[config.mk]
export PLATFORM = sky130hd
export DESIGN_NAME = ram_block_copier
export DESIGN_NICKNAME = d
export VERILOG_FILES = /design/src/rtl/ram_block_copier.sv
export SDC_FILE = /design/constraint.sdc
export NUM_CORES = 1
export LEC_CHECK = 0
export ABC_CLOCK_PERIOD_IN_PS = 5700
export BUFFER_PORTS_ARGS = -buffer_cell sky130_fd_sc_hd__buf_2
export CAP_MARGIN = 40
export CELL_PAD_IN_SITES_DETAIL_PLACEMENT = 1
export CELL_PAD_IN_SITES_GLOBAL_PLACEMENT = 2
export CORE_AREA = 8 8 95 132
export CTS_CLUSTER_SIZE = 8
export DETAILED_ROUTE_END_ITERATION = 7
export DIE_AREA = 0 0 103 140
export PLACE_DENSITY_LB_ADDON = 0.1
export SLEW_MARGIN = 20
export SYNTH_ARGS = -nofsm -noshare
export SYNTH_HDL_FRONTEND = slang
export SYNTH_SLANG_ARGS = --single-unit
[constraint.sdc]
create_clock -name clock -period 5.7 [get_ports clock]
set_clock_uncertainty 0.15 [all_clocks]
set_input_delay 0 -clock clock [delete_from_list [all_inputs] [get_ports clock]]
set_output_delay 0 -clock clock [all_outputs]
set_load 0.02 [all_outputs]
[src/rtl/ram_block_copier.sv]
// Copies a block of bytes inside a single-port synchronous RAM, one READ/WRITE pair per byte.
// Optional fill mode (constant write, one byte per cycle) is enabled with RAM_BLOCK_COPIER_FILL_EN.
module ram_block_copier #(
    parameter int ADDR_WIDTH = 16,
    parameter int DATA_WIDTH = 8
) (
    input  logic                  clock,
    input  logic                  reset,
    input  logic                  start,
    input  logic                  abort,
    input  logic [ADDR_WIDTH-1:0] src_addr,
    input  logic [ADDR_WIDTH-1:0] dst_addr,
    input  logic [ADDR_WIDTH:0]   length,
`ifdef RAM_BLOCK_COPIER_FILL_EN
    input  logic                  fill_mode,
    input  logic [DATA_WIDTH-1:0] fill_value,
`endif
    output logic                  busy,
    output logic                  done,
    output logic [ADDR_WIDTH-1:0] ram_address,
    output logic [DATA_WIDTH-1:0] ram_data_in,
    output logic                  ram_write_enable,
    input  logic [DATA_WIDTH-1:0] ram_data_out
);

    typedef enum logic [1:0] {
        ST_IDLE  = 2'd0,
        ST_READ  = 2'd1,
        ST_WRITE = 2'd2,
        ST_DONE  = 2'd3
    } state_t;

    localparam logic [ADDR_WIDTH-1:0] ADDR_ONE = {{(ADDR_WIDTH-1){1'b0}}, 1'b1};
    localparam logic [ADDR_WIDTH:0]   CNT_ONE  = {{ADDR_WIDTH{1'b0}}, 1'b1};
    localparam logic [ADDR_WIDTH:0]   CNT_ZERO = {(ADDR_WIDTH+1){1'b0}};

    state_t                  state_q, state_d;
    logic [ADDR_WIDTH-1:0]   src_q, src_d;
    logic [ADDR_WIDTH-1:0]   dst_q, dst_d;
    logic [ADDR_WIDTH:0]     cnt_q, cnt_d;

    logic                    start_ok_s;
    logic                    fill_req_s;
    logic                    fill_act_s;
    logic [DATA_WIDTH-1:0]   fill_data_s;

    // abort always beats start, and start only counts while idle
    assign start_ok_s = (state_q == ST_IDLE) && start && !abort;

`ifdef RAM_BLOCK_COPIER_FILL_EN
    logic                    fill_q, fill_d;
    logic [DATA_WIDTH-1:0]   fill_val_q, fill_val_d;

    assign fill_req_s  = fill_mode;
    assign fill_act_s  = fill_q;
    assign fill_data_s = fill_val_q;

    // Capture the fill configuration together with the transfer parameters
    always_comb begin
        fill_d     = fill_q;
        fill_val_d = fill_val_q;
        if (start_ok_s && (length != CNT_ZERO)) begin
            fill_d     = fill_mode;
            fill_val_d = fill_value;
        end else begin
            fill_d     = fill_q;
            fill_val_d = fill_val_q;
        end
    end

    // Fill configuration registers
    always_ff @(posedge clock or posedge reset) begin
        if (reset) begin
            fill_q     <= 1'b0;
            fill_val_q <= {DATA_WIDTH{1'b0}};
        end else begin
            fill_q     <= fill_d;
            fill_val_q <= fill_val_d;
        end
    end
`else
    assign fill_req_s  = 1'b0;
    assign fill_act_s  = 1'b0;
    assign fill_data_s = {DATA_WIDTH{1'b0}};
`endif

    // Next-state, address and count logic
    always_comb begin
        state_d = state_q;
        src_d   = src_q;
        dst_d   = dst_q;
        cnt_d   = cnt_q;
        case (state_q)
            ST_IDLE: begin
                if (start_ok_s) begin
                    if (length == CNT_ZERO) begin
                        state_d = ST_DONE;
                    end else begin
                        src_d   = src_addr;
                        dst_d   = dst_addr;
                        cnt_d   = length;
                        state_d = fill_req_s ? ST_WRITE : ST_READ;
                    end
                end else begin
                    state_d = ST_IDLE;
                end
            end
            ST_READ: begin
                if (abort) begin
                    state_d = ST_IDLE;
                end else begin
                    state_d = ST_WRITE;
                end
            end
            ST_WRITE: begin
                if (abort) begin
                    state_d = ST_IDLE;
                end else begin
                    // addresses wrap naturally at the register width
                    src_d = src_q + ADDR_ONE;
                    dst_d = dst_q + ADDR_ONE;
                    cnt_d = cnt_q - CNT_ONE;
                    if (cnt_q > CNT_ONE) begin
                        state_d = fill_act_s ? ST_WRITE : ST_READ;
                    end else begin
                        state_d = ST_DONE;
                    end
                end
            end
            ST_DONE: begin
                state_d = ST_IDLE;
            end
            default: begin
                state_d = ST_IDLE;
            end
        endcase
    end

    // State, address and count registers
    always_ff @(posedge clock or posedge reset) begin
        if (reset) begin
            state_q <= ST_IDLE;
            src_q   <= {ADDR_WIDTH{1'b0}};
            dst_q   <= {ADDR_WIDTH{1'b0}};
            cnt_q   <= CNT_ZERO;
        end else begin
            state_q <= state_d;
            src_q   <= src_d;
            dst_q   <= dst_d;
            cnt_q   <= cnt_d;
        end
    end

    // RAM port and status decode; abort gates the write strobe without waiting for a clock
    always_comb begin
        busy             = (state_q != ST_IDLE);
        done             = (state_q == ST_DONE);
        ram_address      = {ADDR_WIDTH{1'b0}};
        ram_data_in      = {DATA_WIDTH{1'b0}};
        ram_write_enable = 1'b0;
        case (state_q)
            ST_READ: begin
                ram_address = src_q;
            end
            ST_WRITE: begin
                ram_address      = dst_q;
                ram_data_in      = fill_act_s ? fill_data_s : ram_data_out;
                ram_write_enable = !abort;
            end
            ST_IDLE: begin
                ram_address = {ADDR_WIDTH{1'b0}};
            end
            ST_DONE: begin
                ram_address = {ADDR_WIDTH{1'b0}};
            end
            default: begin
                ram_address = {ADDR_WIDTH{1'b0}};
            end
        endcase
    end

endmodule

==> results.md, run 1 <==
GRT:
- Global routing consumed, over all layers together, 17.27% of the routing resources.
- The initial antenna violation count was 0.
- For this run the aggregate overflow at the end of global routing stands at 0.
- The via count of the first global-routing pass is 3,948.
- The largest net degree at the start of global routing is 63.
- The global-route wire length before repair is 20,000 µm.

Placed design:
- At the end of routability-driven placement, the weighted congestion stood at 0.7440.
- In this run the tool buffered the top-level ports with 87 buffer cells.
- The worst setup slack before clock tree synthesis is 3251 ps.
- Once placement completed, the tool counted placed cells totaling 627.
- The detailed-placement wirelength estimate is 8326 µm.

Die:
- After floorplanning, the core was divided into 45 placement rows.
- The overall die area is 14,420 µm².
- In this run the horizontal extent of the chip is 103 µm.
- The die is 140 µm tall.
- The placeable core region is 10,590 µm².
- Pin placement for this block handled 88 I/O pins.
- The effective utilization at floorplan is 31.29%.

Cells and area:
- The signed area change from the synthesized netlist to the final layout is 38.35%.
- The library cell used most frequently in the layout, excluding fill and tap cells, is sky130_fd_sc_hd__buf_2.
- At the end of the flow the core is filled with cells to 43.29%.
- The net count of the finished layout is 611.
- The top cell types in the final layout, fill and taps aside, are sky130_fd_sc_hd__buf_2 (87), sky130_fd_sc_hd__a21oi_1 (71), sky130_fd_sc_hd__nand2_1 (56), sky130_fd_sc_hd__dlygate4sd3_1 (53), sky130_fd_sc_hd__dfrtp_1 (51).
- 0 antenna diodes ended up in the layout.
- The post-route netlist has 20.66% of its cells at a drive strength greater than 1.
- The final cell count without fillers is 688.
- Fill cells in the final layout number 1,326.

Critical path:
- The worst endpoint data arrival time is 2640 ps.
- The stage delay of the slowest cell on the critical path is 550 ps.
- For the worst setup path, the data required time is 5780 ps.
- In this run the worst path has a maximum fanout of 27.
- The worst register-to-register path begins at state_q[0]$_DFF_PP0_.
- The setup path with the least slack is of type flip-flop to flip-flop.
- Traced cell by cell, the critical path runs through nand2b_2 > buf_16 > nor4_1 > a31oi_1 > a21oi_1 > dlygate4sd3_1.
- Following the worst setup path forward leads to its endpoint at state_q[1]$_DFF_PP0_.
- Counting both buffers and inverters, the worst setup path holds a total of 2.
- The path length in cells of the critical path is 6.
- In this run the register-to-register setup slack is 3140 ps.
- The largest individual stage delay along the critical path comes from the cell sky130_fd_sc_hd__dlygate4sd3_1.
- The depth of the worst register-to-register path is 6.
- The cell family contributing the most delay on the critical path is buffers and inverters.
- The launching instance or port of the critical path is state_q[0]$_DFF_PP0_.
- The kind of end point of the critical path is a flip-flop.
- The critical path launch point type is a flip-flop.
- The capture instance of the worst register-to-register path is state_q[1]$_DFF_PP0_.

Route:
- In this run, the number of DRC markers left after iteration 0 of detailed routing was 137.
- In the final routed layout, each cell accounts on average for 17.56 µm.
- The count of vias placed by the detailed router is 3,750.
- The total length of routed wires is 12,080 µm.
- The remaining antenna violation count after routing is 0.
- The first TritonRoute pass finished after 4 iterations.
- The total DRC errors in the routed layout is 0.
- The ratio of routed vias to standard cells is 5.451.

Timing:
- At the pin with the least slew margin, the transition time is 724.7 ps.
- The setup violation total in the final timing report is 0.
- The headroom to the max-slew limit is 51.69%.
- Setup repair after global routing left no endpoint under its margin.
- Timing would allow up to 0.3910 GHz.
- The number of max-slew violations in the final report is 0.
- Adding up every negative setup slack in the final design gives 0 ps.
- The worst path uses 44.86% of the clock period.
- The count of final hold-check violations is 0.
- The worst path meets setup with 3143 ps of slack.
- The smallest clock period supported by the final layout is computed as 2557 ps.

Logic synthesis:
- The total number of yosys warnings is 0.
- The cell area after technology mapping is 3312 µm².
- Summing the sequential cell areas from Yosys gives 38.53% of the chip area.
- Synthesis produced a netlist whose cell count is 425.
- In this run the mean area of a mapped cell was 7.793 µm².
- The synthesized design contains 0 enable-type register cells.
- The fraction of synthesis flops using an asynchronous set or reset pin is 100.0%.
- Among all flip-flop cells after synthesis, the most frequent one is sky130_fd_sc_hd__dfrtp_1.
- The number of storage elements in the synthesis netlist is 51.
- In this run, distinct cell masters in the synthesized netlist total 41.
- The total nets after synthesis is 490.

Flow run:
- Max-cap violations in this run came to 0.

Clocking:
- After clock tree synthesis, the clock-pin slew on the worst setup and hold paths is 70 ps.
- TritonCTS built the clock tree.
- The clock latency reported for the late side of the worst-skew pair is 300 ps.
- Counting along the longest clock path gives a buffer depth of 2.
- The tree is rooted in a sky130_fd_sc_hd__clkbuf_16.
- The clock drives 51 sinks.
- Buffers inserted during clock tree synthesis total 5.
- The number of gates resized after CTS was 0.
- In this run the number of H-tree levels came out at 2.

Outcome:
- The flow ran to the end, and the final reports show no timing, DRC or antenna violations.

Pwr:
- The leakage power is 0.001961 µW.
- The worst-case vdd ir drop is 0.1121 mV.
- Overall power consumption after layout is estimated at 1208 µW.
- Dividing total power by cell area gives a power density of 263.8 nW/µm².

Hold path:
- Along the worst hold path, the cell count comes to 3.
- The worst min-delay path category is input port to output pin.
-- layout make-up --
class | instances | area (µm²) | share of cell area (%)
Tap cell | 141 | 176.4 | 3.850
Sequential cell | 51 | 1276 | 27.85
Inverter | 5 | 18.77 | 0.4096
Clock buffer | 6 | 138.9 | 3.031
Multi-Input combinational cell | 336 | 1898 | 41.43
Timing Repair Buffer | 147 | 1039 | 22.67
Clock inverter | 2 | 35.03 | 0.7646
-- how the worst min path moves through the flow --
stage | endpoint | slack [ps] | from
floorplan | state_q[1]$_DFF_PP0_ | -90 | abort
global placement | state_q[1]$_DFF_PP0_ | 40 | abort
detailed placement | state_q[1]$_DFF_PP0_ | 40 | abort
CTS | ram_data_in[1] | 180 | ram_data_out[1]
global route | ram_data_in[6] | 190 | ram_data_out[6]
finish | ram_data_in[1] | 170 | ram_data_out[1]
-- through the flow --
step                area (µm²)  hold WS, ps
finish                    4582        171.8
global route              4582        192.3
CTS                       4582        175.5
detailed placement        3877        42.09
global placement          3850        39.15
floorplan                 3312       -86.86
-- registers in the layout, summed over array words and instances (netlist names) --
signal and count:
cnt_q 17, dst_q 16, src_q 16, state_q 2
-- cell usage after synthesis (3+ instances only) --
library cell	number	area, µm²
sky130_fd_sc_hd__a21oi_1	71	355.3
sky130_fd_sc_hd__nand2_1	56	210.2
sky130_fd_sc_hd__dfrtp_1	51	1276
sky130_fd_sc_hd__o21ai_0	40	200.2
sky130_fd_sc_hd__clkbuf_1	27	101.4
sky130_fd_sc_hd__nor2_1	27	101.4
sky130_fd_sc_hd__nand3_1	18	90.09
sky130_fd_sc_hd__o22ai_1	16	100.1
sky130_fd_sc_hd__a22o_1	10	87.58
sky130_fd_sc_hd__a2bb2oi_1	10	87.58
sky130_fd_sc_hd__and2_1	9	56.30
sky130_fd_sc_hd__o32ai_1	9	78.83
sky130_fd_sc_hd__and3_1	8	50.05
sky130_fd_sc_hd__nor3_1	8	40.04
sky130_fd_sc_hd__nor4_1	6	37.54
sky130_fd_sc_hd__buf_2	5	25.02
sky130_fd_sc_hd__inv_1	5	18.77
sky130_fd_sc_hd__a31oi_1	4	25.02
sky130_fd_sc_hd__and4_1	4	35.03
sky130_fd_sc_hd__ha_1	4	50.05
sky130_fd_sc_hd__mux2i_1	4	40.04
sky130_fd_sc_hd__nand4_1	4	25.02
sky130_fd_sc_hd__nand2b_1	3	18.77
sky130_fd_sc_hd__o21ai_1	3	15.01
-- per-layer routing --
metal  wire [µm]  GRT usage [%]  vias up
li1            -              -     1810
met1        5171          20.56     1864
met2        6416          31.26       69
met3         376          2.381        7
met4         119          3.902        0
met5           0              0        -
-- power breakdown --
| group | total (µW) | internal (µW) | switching, µW | leakage, µW |
|---|---|---|---|---|
| Clock | 363 | 219 | 144 | 0.0000868 |
| Combinational | 316 | 145 | 171 | 0.00129 |
| Sequential | 530 | 433 | 96.8 | 0.000582 |
| Total | 1210 | 796 | 412 | 0.00196 |
-- what timing repair did --
action	4_1_cts	5_1_grt
setup buffers	0	0
hold buffers	53	0
hold endpoints to repair	102	0
-- tightest hold or removal path, stage by stage --
cell and delay (ps):
sky130_fd_sc_hd__buf_2 70, sky130_fd_sc_hd__and2_1 100, sky130_fd_sc_hd__buf_2 150
-- cells by family (layout without fill, tap and decap cells) --
group / after synthesis / count (layout) / share of synthesized area (%)
compound gates: 175 / 175 / 31.66
simple gates: 153 / 153 / 22.59
flops: 51 / 51 / 38.53
buf+inv: 38 / 160 / 4.496
fa+ha+maj: 4 / 4 / 1.511
mux: 4 / 4 / 1.209
No activity file was read; power rests on OpenSTA's default activity.
==> run 2, diff against run 1 <==
- ABC_AREA: not set -> 1
- ABC_CLOCK_PERIOD_IN_PS: 5700 -> 2120
- CORE_AREA: 8 8 95 132 -> 8 8 116 160
- DIE_AREA: 0 0 103 140 -> 0 0 124 168
- clock period: 5.7 -> 2.12 ns (I/O delays scaled with it)
==> run 2 against run 1 <==
Effect of this change: clock-buffer cell count is 1 higher; largest power group unchanged; cell area is 20% higher; non-clock buffer count up 8; highest routed layer unchanged; area after synthesis is 24% higher; clock power rose to 2.6 times the previous value.
==> results.md, run 2 <==
Cells and area:
- The final cell count without fillers is 1,023 (+49%).
- The number of nets in the final layout is 888 (+45%).
- Leaving out fill and tap cells, the most frequent cell in the layout is sky130_fd_sc_hd__nand2_1.
- The antenna diode count came to 0 (unchanged).
- The fraction of layout cells with a size suffix above 1 is 17.23% (-3.4 points).
- The register with the most flip-flops is cnt_q.
- In the layout the commonest cells are sky130_fd_sc_hd__nand2_1 (253), sky130_fd_sc_hd__nor2_1 (118), sky130_fd_sc_hd__buf_2 (87), sky130_fd_sc_hd__inv_1 (72), sky130_fd_sc_hd__nand3_1 (69).
- The total of fill cells in the finished design came to 2,150 (+62%).
- The number of flip-flops in the largest register is 17 (unchanged).
- The signed area change from the synthesized netlist to the final layout is 34.12%.
- The largest registers in the layout are cnt_q (17), dst_q (16), src_q (16).

Logic synthesis:
- The number of storage elements in the synthesis netlist is 51 (unchanged).
- The cell area after technology mapping came to 4104 µm² (+24%).
- The total nets after synthesis came to 749 (+53%).
- The total number of yosys warnings is 0 (unchanged).
- The area share of the leading cell type in the synthesized netlist was 31.10% (-7.4 points).
- The cell type contributing the most total cell area after synthesis is sky130_fd_sc_hd__dfrtp_1.
- The instance count of the mapped netlist was 684 (+61%).
- The share of the yosys chip area belonging to registers is 31.10% (-7.4 points).
- The fraction of synthesis flops using an asynchronous set or reset pin is 100.0% (unchanged).
- By area the synthesized netlist is led by sky130_fd_sc_hd__dfrtp_1 (31%), sky130_fd_sc_hd__nand2_1 (23%), sky130_fd_sc_hd__nor2_1 (11%), sky130_fd_sc_hd__nand3_1 (8.4%), sky130_fd_sc_hd__inv_1 (6.8%).
- The primary flip-flop cell chosen by synthesis mapping is sky130_fd_sc_hd__dfrtp_1.
- The mean area per synthesized cell was 6.000 µm² (-23%).
- The most common cell in the netlist is sky130_fd_sc_hd__nand2_1.
- The number of distinct standard cells referenced by the synthesized netlist is 29 (-29%).
- The number of flops mapped to enable cells by yosys is 0 (unchanged).
- The commonest cells after synthesis are sky130_fd_sc_hd__nand2_1 (253), sky130_fd_sc_hd__nor2_1 (119), sky130_fd_sc_hd__inv_1 (74).

Critical path:
- The signal on the critical path passes through inv_1 > nor2_4 > buf_6 > nand2_1 > o21ai_0 > buf_2.
- In this design, the largest share of critical-path delay is due to buffers and inverters.
- The slowest stage of the critical path belongs to the cell sky130_fd_sc_hd__dfrtp_1.
- The stage delay of the slowest cell on the critical path came to 460 ps (-90 ps).
- The critical path launch point type is a flip-flop.
- The combined buffer and inverter count along the critical path is 3 (+1).
- The highest fanout seen on the critical path was 27 (unchanged).
- The critical path class is flip-flop to output pin.
- The kind of end point of the critical path is an output pin.
- The worst endpoint data arrival time is 1810 ps (-830 ps).
- The data required time at the worst endpoint is 1970 ps (-3810 ps).

Clocking:
- The deepest clock path buffer count is 2 (unchanged).
- The level count of the clock H-tree is 2 (unchanged).
- The clock transition at the registers of the reported paths came to 80 ps (about the same).
- CTS placed an instance of sky130_fd_sc_hd__clkbuf_16 at the clock tree root.
- The TritonCTS buffer count came to 5 (unchanged).
- The clock tree from TritonCTS is yes.
- The clock latency reported for the late side of the worst-skew pair is 310 ps (about the same).
- The total number of clock tree sinks is 51 (unchanged).

GRT:
- The total grt overflow came to 0 (unchanged).
- The global-route wire length before repair came to 26,940 µm (+35%).
- The global routing usage summed across all routing layers is 16.49% (-0.79 points).
- The largest net degree at the start of global routing is 70 (+11%).
- The via count of the first global-routing pass came to 5,146 (+30%).
- The initial antenna violation count was 0 (unchanged).

Flow run:
- The max-capacitance violation count is 0 (unchanged).

Die:
- The width of the die is 124 µm (+20%).
- The die extent in y is 168 µm (+20%).
- The placeable core region is 16,100 µm² (+52%).
- The number of ports placed on the die boundary is 88 (unchanged).
- The effective utilization at floorplan is 25.49% (-5.8 points).
- The number of standard-cell rows in the floorplan came to 55 (+22%).
- The overall die area came to 20,830 µm² (+44%).

Route:
- The number of optimization iterations in the first detailed-route pass came to 4 (unchanged).
- The total length of routed wires is 16,450 µm (+36%).
- The remaining antenna violation count after routing came to 0 (unchanged).
- The count of vias placed by the detailed router came to 4,717 (+26%).
- The ratio of routed vias to standard cells is 4.611 (-15%).
- The total DRC errors in the routed layout was 0 (unchanged).
- The violation count after the first detailed-routing iteration is 170 (+24%).
- The detail-routed net length per standard cell was 16.08 µm (-8.4%).

Timing:
- The post-route worst hold slack was 11.22 ps (-160.6 ps).
- The clock period could shrink to 1957 ps.
- For this run, the top clock speed supported by timing is 0.5109 GHz.
- The headroom to the max-slew limit is 62.16% (+10 points).
- The number of max-slew violations in the final report is 0 (unchanged).
- The final-layout setup total negative slack was 0 ps (unchanged).
- The share of the clock period used by the worst path is 92.32%.
- The count of final hold-check violations is 0 (unchanged).
- Setup repair after global routing left no endpoint under its margin.
- The worst-margin pin slew was 566.8 ps (-157.9 ps).
- The setup violation total in the final timing report is 0 (unchanged).

Pwr:
- The power per unit of standard cell area is 702.1 nW/µm² (+170%).
- The worst-case vdd ir drop is 0.2961 mV (+160%).
- The leakage power is 0.002803 µW (+43%).

Placed design:
- The detailed-placement wirelength estimate was 12,550 µm (+51%).
- The weighted congestion reported at the end of routability-driven placement is 0.8163 (+9.7%).
- The number of instances in the placed design is 961 (+53%).
- The count of buffers from port buffering is 87 (unchanged).

Hold path:
- The worst min-delay path category is input port to flip-flop.

Outcome:
- The run finished with clean final reports.
## run 2: cell count changes in the layout (fill, tap and decap cells not counted), sizes merged, moves of 8 or more
cell and change:
buf +8, inv +70, nand3 +51, a21oi -69
a22o -10, and3 -8, and2 -9, nand2 +198
nand4 +8, a2bb2oi -10, o32ai -9, nor2 +93
## run 2: routing by layer
layer  global-route usage [%]  part of all wire [%]  vias to the layer above
met5                        0                     0                        -
met3                    2.645                   4.2                       13
met4                    4.361                   1.4                        0
li1                         -                     -                     2420
met1                    17.86                    41                     2211
met2                    31.55                    54                       73
## run 2: timing repair
item,in CTS,in global routing
setup endpoints to repair,0,4
buffers inserted,0,1
endpoints found under the hold margin,69,0
gates resized for setup,0,3
hold buffers,53,0
## run 2: worst register-to-register path, stage by stage, from the launching register on
cell	delay, ps
sky130_fd_sc_hd__dfrtp_1	450
sky130_fd_sc_hd__nor2_1	180
sky130_fd_sc_hd__nand3_1	150
sky130_fd_sc_hd__o21ai_4	120
sky130_fd_sc_hd__nand2_4	130
sky130_fd_sc_hd__inv_4	80
sky130_fd_sc_hd__buf_12	270
sky130_fd_sc_hd__nand2_1	160
sky130_fd_sc_hd__o21ai_2	70
## run 2: where the power goes
group / leakage (µW) / internal [µW] / switching (µW)
Combinational: 0.00210 / 541 / 887
Sequential: 0.000632 / 1210 / 302
Clock: 0.0000761 / 505 / 423
## run 2: cell families after synthesis
logic type	Yosys count	share of synthesized area (%)
AO/OA/AOI/OAI	67	10.98
buffers and inverters	99	10.61
adder cells (fa/ha/maj)	4	1.220
flip-flops	51	31.10
AND/OR/NAND/NOR	463	46.10
## run 2: stage by stage
| step | total power (µW) | utilization (%) | setup slack, ps | cell area [µm²] |
|---|---|---|---|---|
| after global placement | 2869 | 29.70 | 317.1 | 4783 |
| after global routing | 4211 | 34.18 | 18.00 | 5504 |
| after detailed placement | 2908 | 29.70 | 282.9 | 4783 |
| final | 3864 | 34.18 | 162.8 | 5504 |
| after CTS | 3940 | 33.99 | 27.45 | 5474 |
| after floorplan | 2374 | - | 545.4 | 4104 |
## run 2: final cells by class
cell class | count | area, µm² | area share (%)
clock buffers | 7 | 152.6 | 2.773
inverters | 76 | 291.5 | 5.297
flip-flops and latches | 51 | 1276 | 23.19
well taps | 199 | 249.0 | 4.524
repair buffers | 155 | 1132 | 20.57
multi-input cells | 534 | 2395 | 43.51
clock inverters | 1 | 7.507 | 0.1364
## run 2: path summary, 6_finish.rpt
path                                         endpoint  cells after the start             startpoint  slack [ps]
worst max-delay path                   ram_address[2]                      6   state_q[1]$_DFF_PP0_         160
worst min-delay path             cnt_q[2]$_DFFE_PP0P_                      5              length[2]          10
worst max register to register   src_q[3]$_DFFE_PP0P_                      8   state_q[1]$_DFF_PP0_         280
worst min register to register  cnt_q[16]$_DFFE_PP0P_                      2  cnt_q[16]$_DFFE_PP0P_         370
max in group asynchronous       src_q[13]$_DFFE_PP0P_                      4                  reset        1100
min in group asynchronous       cnt_q[16]$_DFFE_PP0P_                      3                  reset         150
